`config.mk`:
```
export PLATFORM = sky130hd
export DESIGN_NAME = mem_wb_stage
export DESIGN_NICKNAME = d
export VERILOG_FILES = /design/src/rtl/mem_wb_stage.sv
export SDC_FILE = /design/constraint.sdc
export NUM_CORES = 1
export LEC_CHECK = 0
export CORE_MARGIN = 4
export CORE_UTILIZATION = 44
export CTS_CLUSTER_DIAMETER = 100
export DETAILED_ROUTE_END_ITERATION = 7
export PLACE_DENSITY = 0.91
export SLEW_MARGIN = 10
export SYNTH_ARGS = -nofsm -noshare
export SYNTH_HDL_FRONTEND = slang
export SYNTH_SLANG_ARGS = --single-unit
```
`constraint.sdc`:
```
create_clock -name clk -period 1.8 [get_ports clk]
set_input_delay 0.45 -clock clk [delete_from_list [all_inputs] [get_ports clk]]
set_output_delay 0.45 -clock clk [all_outputs]
set_load 0.02 [all_outputs]
```
`src/rtl/mem_wb_stage.sv`:
```
// ============================================================================
// mem_wb_stage : MEM/WB pipeline register with load-data extension.
// Optional retired-instruction counter enabled by MEM_WB_INSTRET_EN.
// Revision: 1.0
// ============================================================================
`default_nettype none

module mem_wb_stage #(
  parameter int XLEN       = 32,
  parameter int REG_ADDR_W = 5
) (
  input  logic                  clk,
  input  logic                  rst,
  input  logic                  StallW,
  input  logic                  FlushW,
  input  logic                  ValidM,
  input  logic [XLEN-1:0]       ALUResultM,
  input  logic [XLEN-1:0]       ReadDataM,
  input  logic [XLEN-1:0]       PCPlus4M,
  input  logic [REG_ADDR_W-1:0] RdM,
  input  logic                  RegWriteM,
  input  logic [1:0]            ResultSrcM,
  input  logic [2:0]            Funct3M,
  output logic                  ValidW,
  output logic [XLEN-1:0]       ALUResultW,
  output logic [XLEN-1:0]       ReadDataW,
  output logic [XLEN-1:0]       PCPlus4W,
  output logic [REG_ADDR_W-1:0] RdW,
  output logic                  RegWriteW,
  output logic [1:0]            ResultSrcW,
  output logic [31:0]           InstRetW
);

  localparam logic [2:0] c_LB  = 3'b000;
  localparam logic [2:0] c_LH  = 3'b001;
  localparam logic [2:0] c_LBU = 3'b100;
  localparam logic [2:0] c_LHU = 3'b101;

  logic [7:0]            w_byte;
  logic [15:0]           w_half;
  logic [XLEN-1:0]       w_load_ext;
  logic                  w_load_en;

  logic                  valid_q, valid_d;
  logic [XLEN-1:0]       alu_q, alu_d;
  logic [XLEN-1:0]       rdata_q, rdata_d;
  logic [XLEN-1:0]       pc4_q, pc4_d;
  logic [REG_ADDR_W-1:0] rd_q, rd_d;
  logic                  regwr_q, regwr_d;
  logic [1:0]            rsrc_q, rsrc_d;

  always_comb begin
    w_byte = ReadDataM[7:0];
    case (ALUResultM[1:0])
      2'd1:    w_byte = ReadDataM[15:8];
      2'd2:    w_byte = ReadDataM[23:16];
      2'd3:    w_byte = ReadDataM[31:24];
      default: w_byte = ReadDataM[7:0];
    endcase
    w_half = ALUResultM[1] ? ReadDataM[31:16] : ReadDataM[15:0];

    case (Funct3M)
      c_LB:    w_load_ext = {{(XLEN-8){w_byte[7]}}, w_byte};
      c_LBU:   w_load_ext = {{(XLEN-8){1'b0}}, w_byte};
      c_LH:    w_load_ext = {{(XLEN-16){w_half[15]}}, w_half};
      c_LHU:   w_load_ext = {{(XLEN-16){1'b0}}, w_half};
      default: w_load_ext = ReadDataM;
    endcase
  end

  assign w_load_en = !FlushW && !StallW;

  // Priority: flush (bubble) over stall (hold) over normal load.
  always_comb begin
    valid_d = valid_q;
    alu_d   = alu_q;
    rdata_d = rdata_q;
    pc4_d   = pc4_q;
    rd_d    = rd_q;
    regwr_d = regwr_q;
    rsrc_d  = rsrc_q;
    if (FlushW) begin
      valid_d = 1'b0;
      alu_d   = '0;
      rdata_d = '0;
      pc4_d   = '0;
      rd_d    = '0;
      regwr_d = 1'b0;
      rsrc_d  = 2'b00;
    end else if (!StallW) begin
      valid_d = ValidM;
      alu_d   = ALUResultM;
      rdata_d = w_load_ext;
      pc4_d   = PCPlus4M;
      rd_d    = RdM;
      regwr_d = RegWriteM && (RdM != '0);
      rsrc_d  = ResultSrcM;
    end
  end

  always_ff @(posedge clk or negedge rst) begin
    if (!rst) begin
      valid_q <= 1'b0;
      alu_q   <= '0;
      rdata_q <= '0;
      pc4_q   <= '0;
      rd_q    <= '0;
      regwr_q <= 1'b0;
      rsrc_q  <= 2'b00;
    end else begin
      valid_q <= valid_d;
      alu_q   <= alu_d;
      rdata_q <= rdata_d;
      pc4_q   <= pc4_d;
      rd_q    <= rd_d;
      regwr_q <= regwr_d;
      rsrc_q  <= rsrc_d;
    end
  end

  assign ValidW     = valid_q;
  assign ALUResultW = alu_q;
  assign ReadDataW  = rdata_q;
  assign PCPlus4W   = pc4_q;
  assign RdW        = rd_q;
  assign RegWriteW  = regwr_q;
  assign ResultSrcW = rsrc_q;

`ifdef MEM_WB_INSTRET_EN
  logic [31:0] instret_q, instret_d;

  assign instret_d = (w_load_en && ValidM) ? instret_q + 32'd1 : instret_q;

  always_ff @(posedge clk or negedge rst) begin
    if (!rst) instret_q <= '0;
    else      instret_q <= instret_d;
  end

  assign InstRetW = instret_q;
`else
  logic w_unused_load_en;
  assign w_unused_load_en = w_load_en;
  assign InstRetW         = 32'd0;
`endif

endmodule

`default_nettype wire

```
==> results of run 1 <==
worst paths after layout:
kind | start | end | cells past startpoint
setup / recovery | ALUResultW[24]$_DFFE_PN0P_ | ALUResultW[24] | 1
hold / removal | rst | ReadDataW[18]$_DFFE_PN0P_ | 1
setup reg to reg | ReadDataW[4]$_DFFE_PN0P_ | ReadDataW[4]$_DFFE_PN0P_ | 1
hold reg to reg | ReadDataW[0]$_DFFE_PN0P_ | ReadDataW[0]$_DFFE_PN0P_ | 2
max in group asynchronous | rst | ALUResultW[25]$_DFFE_PN0P_ | 2
min in group clk | ReadDataW[0]$_DFFE_PN0P_ | ReadDataW[0]$_DFFE_PN0P_ | 2
power by group:
group          internal (W)  leakage [nW]  switching [W]  total [W]
Sequential          0.00250          1.39      0.0000831    0.00258
Clock               0.00111         0.142       0.000852    0.00197
Combinational      0.000653          2.67       0.000698    0.00135
Total               0.00427          4.20        0.00163    0.00590
cell type report:
cell class              count  area [µm²]  area share, %
repair buffers            250        2530           32.7
inverters                  10        37.5          0.485
clock buffers              11         243           3.14
well taps                 140         175           2.26
multi-input cells         324        2070           26.8
clock inverters             4        51.3          0.663
flip-flops and latches    105        2630           34.0
timing repair:
item | CTS | global route
pin swaps | 2 | 2
setup buffers | 1 | 0
endpoints found under the setup margin | 41 | 45
resized for setup | 30 | 39
cloned | 1 | 0
registers in the layout (all words and copies together), names as in the netlist:
signal	count
ALUResultW	32
ResultSrcW	2
ValidW	1
RegWriteW	1
PCPlus4W	32
ReadDataW	32
RdW	5
cells in the final DEF, fill, tap and decap left out, types with 5 or more instances in the layout:
master / Yosys / routed
nand2_1: 18 / 18
dfrtp_1: 105 / 105
conb_1: 1 / 32
o211ai_1: 5 / 5
buf_4: 32 / 29
nand3b_1: 6 / 6
buf_12: 0 / 5
dlymetal6s2s_1: 0 / 34
inv_1: 10 / 10
nor2_1: 76 / 75
o21ai_0: 24 / 24
mux2i_1: 79 / 79
clkbuf_16: 0 / 9
and3_1: 16 / 16
dlygate4sd2_1: 0 / 23
a21oi_1: 29 / 28
clkdlybuf4s50_1: 0 / 155
through the flow:
step	instances	setup WS, ns
6_report	844	0.0331
5_1_grt	844	-0.00358
4_1_cts	844	0.00436
3_5_place_dp	827	-0.510
3_3_place_gp	827	-0.481
2_1_floorplan	504	0.0997
logic make-up (layout without fill, tap and decap cells):
kind of cell           Yosys count  count (layout)  share of synthesized area (%)
AOI/OAI and AO/OA               84              84                           10.8
buffers and inverters           75             275                           8.33
DFF                            105             105                           52.9
muxes                           80              80                           16.4
other                            1              32                         0.0755
and+or+nand+nor                128             128                           11.5
routing by layer:
layer  vias up  share of wire [%]  routed length (µm)  global-route usage (%)
met4         0                2.4                 381                    7.92
met2       274                 50                8000                    40.9
li1       2029                  -                   -                       -
met1      2151                 37                5890                    27.3
met5         -                  0                   0                       0
met3        30                 11                1790                    8.88
==> metrics.csv, run 1 <==
stage;metric;value;unit
timing;hold_viol;0;
global_routing;antenna_found_initial;0;
timing;final.setup.tns;0;ns
cells_and_area;fillers;767;
timing;fin_crit_sh;98.2;%
power;powerDensity;762;nW/µm²
routing;detail_route.iter0.violations;322;
timing;slew_headroom;56.2;%
routing;viasPerCell;5.31;
synthesis;async_flop_share;100;%
routing;route.detailed.wl_per_inst;19.0;µm
clocking;cts_buffers;9;
power;ir_worst_vdd;569;µV
cells_and_area;drive_gt1_share;8.52;%
synthesis;synth_edf_count;0;
status;status;complete, no violations;
placed_design;placed_cell_area;7340;µm²
global_routing;grt_pass1_wl;24.2;mm
clocking;clk_pin_slew_worst_paths;0.07;ns
floorplanning;dieArea;13100;µm²
synthesis;syn_avg_cell_area;10.5;µm²
synthesis;seq_area_frac_synth;52.9;%
global_routing;grt_pass1_vias;4631;
floorplanning;die_w;114;µm
setup_path;cpLargestDelayFamily;buffers and inverters;
global_routing;grt.total_usage;23.8;%
synthesis;synthFlopType;dfrtp_1;
setup_path;path_max_fanout;2;
timing;setup-violations-final;0;
routing;postRouteWirelength;16.1;mm
clocking;ctsHoldBuffers;0;
flow_run;maxCapViolCount;0;
routing;drtAntennaViolNets;0;
cells_and_area;final_core_util;70.8;%
floorplanning;core;10900;µm²
floorplanning;rows;38;
synthesis;synth_area;4970;µm²
synthesis;synth_top_area_share;52.9;%
floorplanning;pin_count;249;
timing;whs;0.0387;ns
floorplanning;start_util;45.4;%
placed_design;port_buffers;216;
floorplanning;die_h;114;µm
setup_path;crit_type;reg2out;
setup_path;cp_num_buf_inv;1;
timing;max_freq;566;MHz
cells_and_area;antennaDiodeCount;0;
power;power;0.00590;W
setup_path;cp_cell_sequence;clkdlybuf4s50_1;
setup_path;critPathLaunchType;flop;
cells_and_area;area.growth.synth_to_final;55.7;%
clocking;cts_buffer_depth;2;
synthesis;synthCells;473;
synthesis;ys_top_cells_by_count;dfrtp_1 (105), mux2i_1 (79), nor2_1 (76);
synthesis;ys_types;31;
synthesis;yosysMostFrequentCell;dfrtp_1;
synthesis;synth_area_leaders;dfrtp_1 (53%), mux2i_1 (16%), nor2_1 (5.7%), buf_4 (4.8%), a21oi_1 (2.9%);
synthesis;yosysTopAreaCell;dfrtp_1;
synthesis;synth_seq_cells;105;
routing;vias;4484;
clocking;htree_levels;3;
setup_path;cp.required;1.35;ns
setup_path;cp-end-kind;output pin;
clocking;cts.root.buffer_cell;clkbuf_16;
cells_and_area;final_nets;812;
synthesis;yosysWarnings;0;
placed_design;gp_congestion;0.910;
routing;drc;0;
placed_design;dp_hpwl;12.0;mm
timing;tightest_slew;0.655;ns
worst_hold_path;hp-class;in2async;
timing;finalClockSkew;0;ns
setup_path;cp.arrival;1.32;ns
global_routing;grt_overflow;0;
cells_and_area;fin_area;7740;µm²
clocking;cts_sinks;105;
setup_path;rrSetupSlack;1.03;ns
routing;first_pass_iters;5;
setup_path;cp_slowest_cell;clkdlybuf4s50_1;
timing;slew_violations;0;
setup_path;max_stage_delay;0.63;ns
timing;finalCriticalPeriod;1.77;ns
clocking;clock_latency;0.33;ns
global_routing;grt_start_max_net_pins;52;
power;p_leak;4.20;nW
clocking;cts_tree;built;
Power figures use the tool's default switching activity.
==> run 2, diff against run 1 <==
--- a/config.mk
+++ b/config.mk
@@ -5,11 +5,12 @@
 export SDC_FILE = /design/constraint.sdc
 export NUM_CORES = 1
 export LEC_CHECK = 0
+export ABC_AREA = 1
 export CORE_MARGIN = 4
-export CORE_UTILIZATION = 44
+export CORE_UTILIZATION = 43
 export CTS_CLUSTER_DIAMETER = 100
 export DETAILED_ROUTE_END_ITERATION = 7
-export PLACE_DENSITY = 0.91
+export PLACE_DENSITY = 0.9
 export SLEW_MARGIN = 10
 export SYNTH_ARGS = -nofsm -noshare
 export SYNTH_HDL_FRONTEND = slang
==> run 2 against run 1 <==
Total power fell by 9.1%. Sequential power is essentially flat. Highest routed layer unchanged. Largest cell class unchanged. Area after synthesis fell by 3.2%. Fmax rose by 13%. Synthesized cell count grew 6.3%. Worst setup slack improved by 0.21 ns. First-iteration DRC count down 33%. Sequential share of layout area increased by 1.9 points. Non-clock buffer count decreased by 4. Design area down 5.2%. Clock-buffer cell count grew 1. Global-route usage decreased by 0.54 points.
==> metrics.csv, run 2 <==
stage;metric;value;unit;change
synthesis;yosysTopAreaCell;dfrtp_1;;
synthesis;synth_edf_count;0;;unchanged
power;p_leak;4.16;nW;-0.95%
synthesis;ys_types;27;;-13%
clocking;cts_sinks;105;;unchanged
worst_hold_path;min_from;ReadDataW[12]$_DFFE_PN0P_;;
cells_and_area;area.growth.synth_to_final;52.5;%;
timing;hold_viol;0;;unchanged
floorplanning;die_h;114;µm;-0.44%
synthesis;seq_area_frac_synth;54.6;%;+1.7 points
global_routing;grt_pass1_vias;4506;;-2.7%
synthesis;synth_seq_cells;105;;unchanged
setup_path;cp_num_buf_inv;1;;unchanged
global_routing;grt_start_max_net_pins;65;;+25%
floorplanning;pin_count;249;;unchanged
setup_path;r2r_cells;1;;unchanged
synthesis;syn_avg_cell_area;9.56;µm²;-9.0%
routing;postRouteWirelength;15.2;mm;-5.4%
synthesis;synthFlopType;dfrtp_1;;
cells_and_area;drive_gt1_share;9.80;%;+1.3 points
global_routing;grt_overflow;0;;unchanged
setup_path;cp.required;1.35;ns;about the same
setup_path;cp_slowest_cell;dfrtp_1;;
clocking;cts_tree;built;;
placed_design;port_buffers;216;;unchanged
setup_path;max_stage_delay;0.42;ns;-0.21 ns
cells_and_area;final_common_cell;nand2_1;;
floorplanning;dieArea;12900;µm²;-0.87%
clocking;clk_pin_slew_worst_paths;0.10;ns;+0.03 ns
synthesis;yosysMostFrequentCell;nand2_1;;
routing;first_pass_iters;5;;unchanged
clocking;clock_latency;0.36;ns;+0.03 ns
timing;fin_crit_sh;86.7;%;-11 points
timing;fin_ws;0.239;ns;+0.206 ns
setup_path;r2r-end;ALUResultW[30]$_DFFE_PN0P_;;
placed_design;placed_cell_area;7180;µm²;-2.2%
timing;setup-violations-final;0;;unchanged
power;ir_worst_vdd;410;µV;-28%
setup_path;crit_type;reg2out;;
routing;drtAntennaViolNets;0;;unchanged
worst_hold_path;holdPathEnd;ReadDataW[12]$_DFFE_PN0P_;;
setup_path;critPathLaunchType;flop;;
power;power;0.00536;W;-9.1%
synthesis;synthCells;503;;+6.3%
synthesis;synth_top_area_share;54.6;%;+1.7 points
synthesis;ys_top_cells_by_count;nand2_1 (131), dfrtp_1 (105), a22o_1 (67);;
timing;slew_violations;0;;unchanged
timing;final.setup.tns;0;ns;unchanged
cells_and_area;fin_area;7330;µm²;-5.2%
floorplanning;rows;38;;unchanged
synthesis;synth_area;4810;µm²;-3.2%
setup_path;cp.arrival;1.11;ns;-0.21 ns
global_routing;grt.total_usage;23.2;%;-0.54 points
cells_and_area;fillers;912;;+19%
global_routing;grt_pass1_wl;23.7;mm;-2.4%
timing;finalClockSkew;0;ns;unchanged
clocking;htree_levels;3;;unchanged
setup_path;rrSetupSlack;1.05;ns;+0.02 ns
global_routing;antenna_found_initial;0;;unchanged
cells_and_area;final_cell_mix;nand2_1 (131), clkdlybuf4s50_1 (110), dfrtp_1 (105);;
synthesis;async_flop_share;100;%;unchanged
placed_design;gp_congestion;0.912;;+0.24%
setup_path;cp-end-kind;output pin;;
floorplanning;start_util;44.2;%;-1.3 points
cells_and_area;final_core_util;67.4;%;-3.4 points
synthesis;synth_area_leaders;dfrtp_1 (55%), a22o_1 (12%), nand2_1 (10%), buf_4 (5.3%), nor2_1 (3.0%);;
placed_design;place_ws;-0.0951;ns;+0.415 ns
floorplanning;die_w;114;µm;-0.44%
routing;viasPerCell;4.99;;-6.1%
setup_path;timing.rr.start;ALUResultW[30]$_DFFE_PN0P_;;
clocking;cts_buffers;9;;unchanged
cells_and_area;regArea;2630;µm²;unchanged
timing;rsz0062_at_grt;false;;
clocking;cts.root.buffer_cell;clkbuf_8;;
routing;drc;0;;unchanged
timing;finalCriticalPeriod;1.56;ns;-0.206 ns
power;powerDensity;731;nW/µm²;-4.1%
cells_and_area;antennaDiodeCount;0;;unchanged
routing;route.detailed.wl_per_inst;17.4;µm;-8.8%
worst_hold_path;hp-class;reg2reg;;
status;status;complete, no violations;;
flow_run;maxCapViolCount;0;;unchanged
routing;vias;4366;;-2.6%
placed_design;dp_hpwl;11.6;mm;-3.0%
cells_and_area;multi_input_area;1810;µm²;-13%
setup_path;path_max_fanout;2;;unchanged
timing;max_freq;641;MHz;+13%
routing;detail_route.iter0.violations;217;;-33%
setup_path;cp_cell_sequence;dlygate4sd2_1;;
clocking;cts_buffer_depth;2;;unchanged
setup_path;cpLargestDelayFamily;flip-flops;;
worst_hold_path;min_path_cells;2;;
cells_and_area;final_nets;842;;+3.7%
synthesis;yosysWarnings;0;;unchanged
floorplanning;core;10900;µm²;-0.44%
run 2: changes by cell type after synthesis, moves of 11 or more:
cell	previous run	this run
nand2_2	0	11
inv_1	10	22
nor2_1	76	39
and3_1	16	0
o21ai_0	24	10
a22o_1	4	67
mux2i_1	79	0
a21oi_1	29	13
clkbuf_1	22	9
nand2_1	18	131
nand3_1	0	14
run 2: layout make-up:
class | count | share of cell area (%)
Clock buffer | 12 | 2.12
Clock inverter | 4 | 0.802
Inverter | 26 | 1.43
Multi-Input combinational cell | 342 | 24.6
Sequential cell | 105 | 35.8
Tap cell | 140 | 2.39
Timing Repair Buffer | 246 | 32.8
run 2: logic make-up after synthesis:
group	count (synthesis)	synth area share, %
simple gates	216	19.8
flops	105	54.6
compound gates	94	15.1
buf+inv	87	10.5
other cells	1	0.0779
run 2: where the power goes:
group / switching (W) / total [W] / leakage (nW) / internal, W
clock network: 0.000815 / 0.00155 / 0.109 / 0.000738
logic: 0.000678 / 0.00123 / 2.66 / 0.000555
registers: 0.0000797 / 0.00257 / 1.40 / 0.00250
run 2: per-layer routing:
metal  wire (µm)  track usage [%]  up-vias
met2        7470             37.7      213
li1            -                -     2065
met1        6040             30.3     2054
met5           0                0        -
met4         394             9.18        0
met3        1280             5.57       34
run 2: stage by stage:
stage	hold slack, ns	cells
4_1_cts	0.488	875
3_3_place_gp	0.337	858
3_5_place_dp	0.339	858
5_1_grt	0.507	875
6_report	0.482	875
2_1_floorplan	0.154	534
run 2: repair_timing:
item / in CTS / in global routing
buffers inserted: 0 / 0
hold buffers: 1 / 0
setup endpoints to repair: 88 / 17
endpoints found under the hold margin: 14 / 0
gates resized for setup: 88 / 17
run 2: worst max path at each step:
| stage | startpoint | end | slack (ns) | cells after the start |
|---|---|---|---|---|
| floorplan | ALUResultM[1] | ReadDataW[23]$_DFFE_PN0P_ | 0.49 | 10 |
| detailed placement | ALUResultM[1] | ReadDataW[16]$_DFFE_PN0P_ | -0.1 | 10 |
| finish | ReadDataW[26]$_DFFE_PN0P_ | ReadDataW[26] | 0.24 | 1 |
| global placement | ALUResultM[1] | ReadDataW[5]$_DFFE_PN0P_ | -0.05 | 8 |
| CTS | PCPlus4W[28]$_DFFE_PN0P_ | PCPlus4W[28] | 0.0002 | 1 |
| global route | ALUResultM[1] | ReadDataW[17]$_DFFE_PN0P_ | 0.18 | 10 |
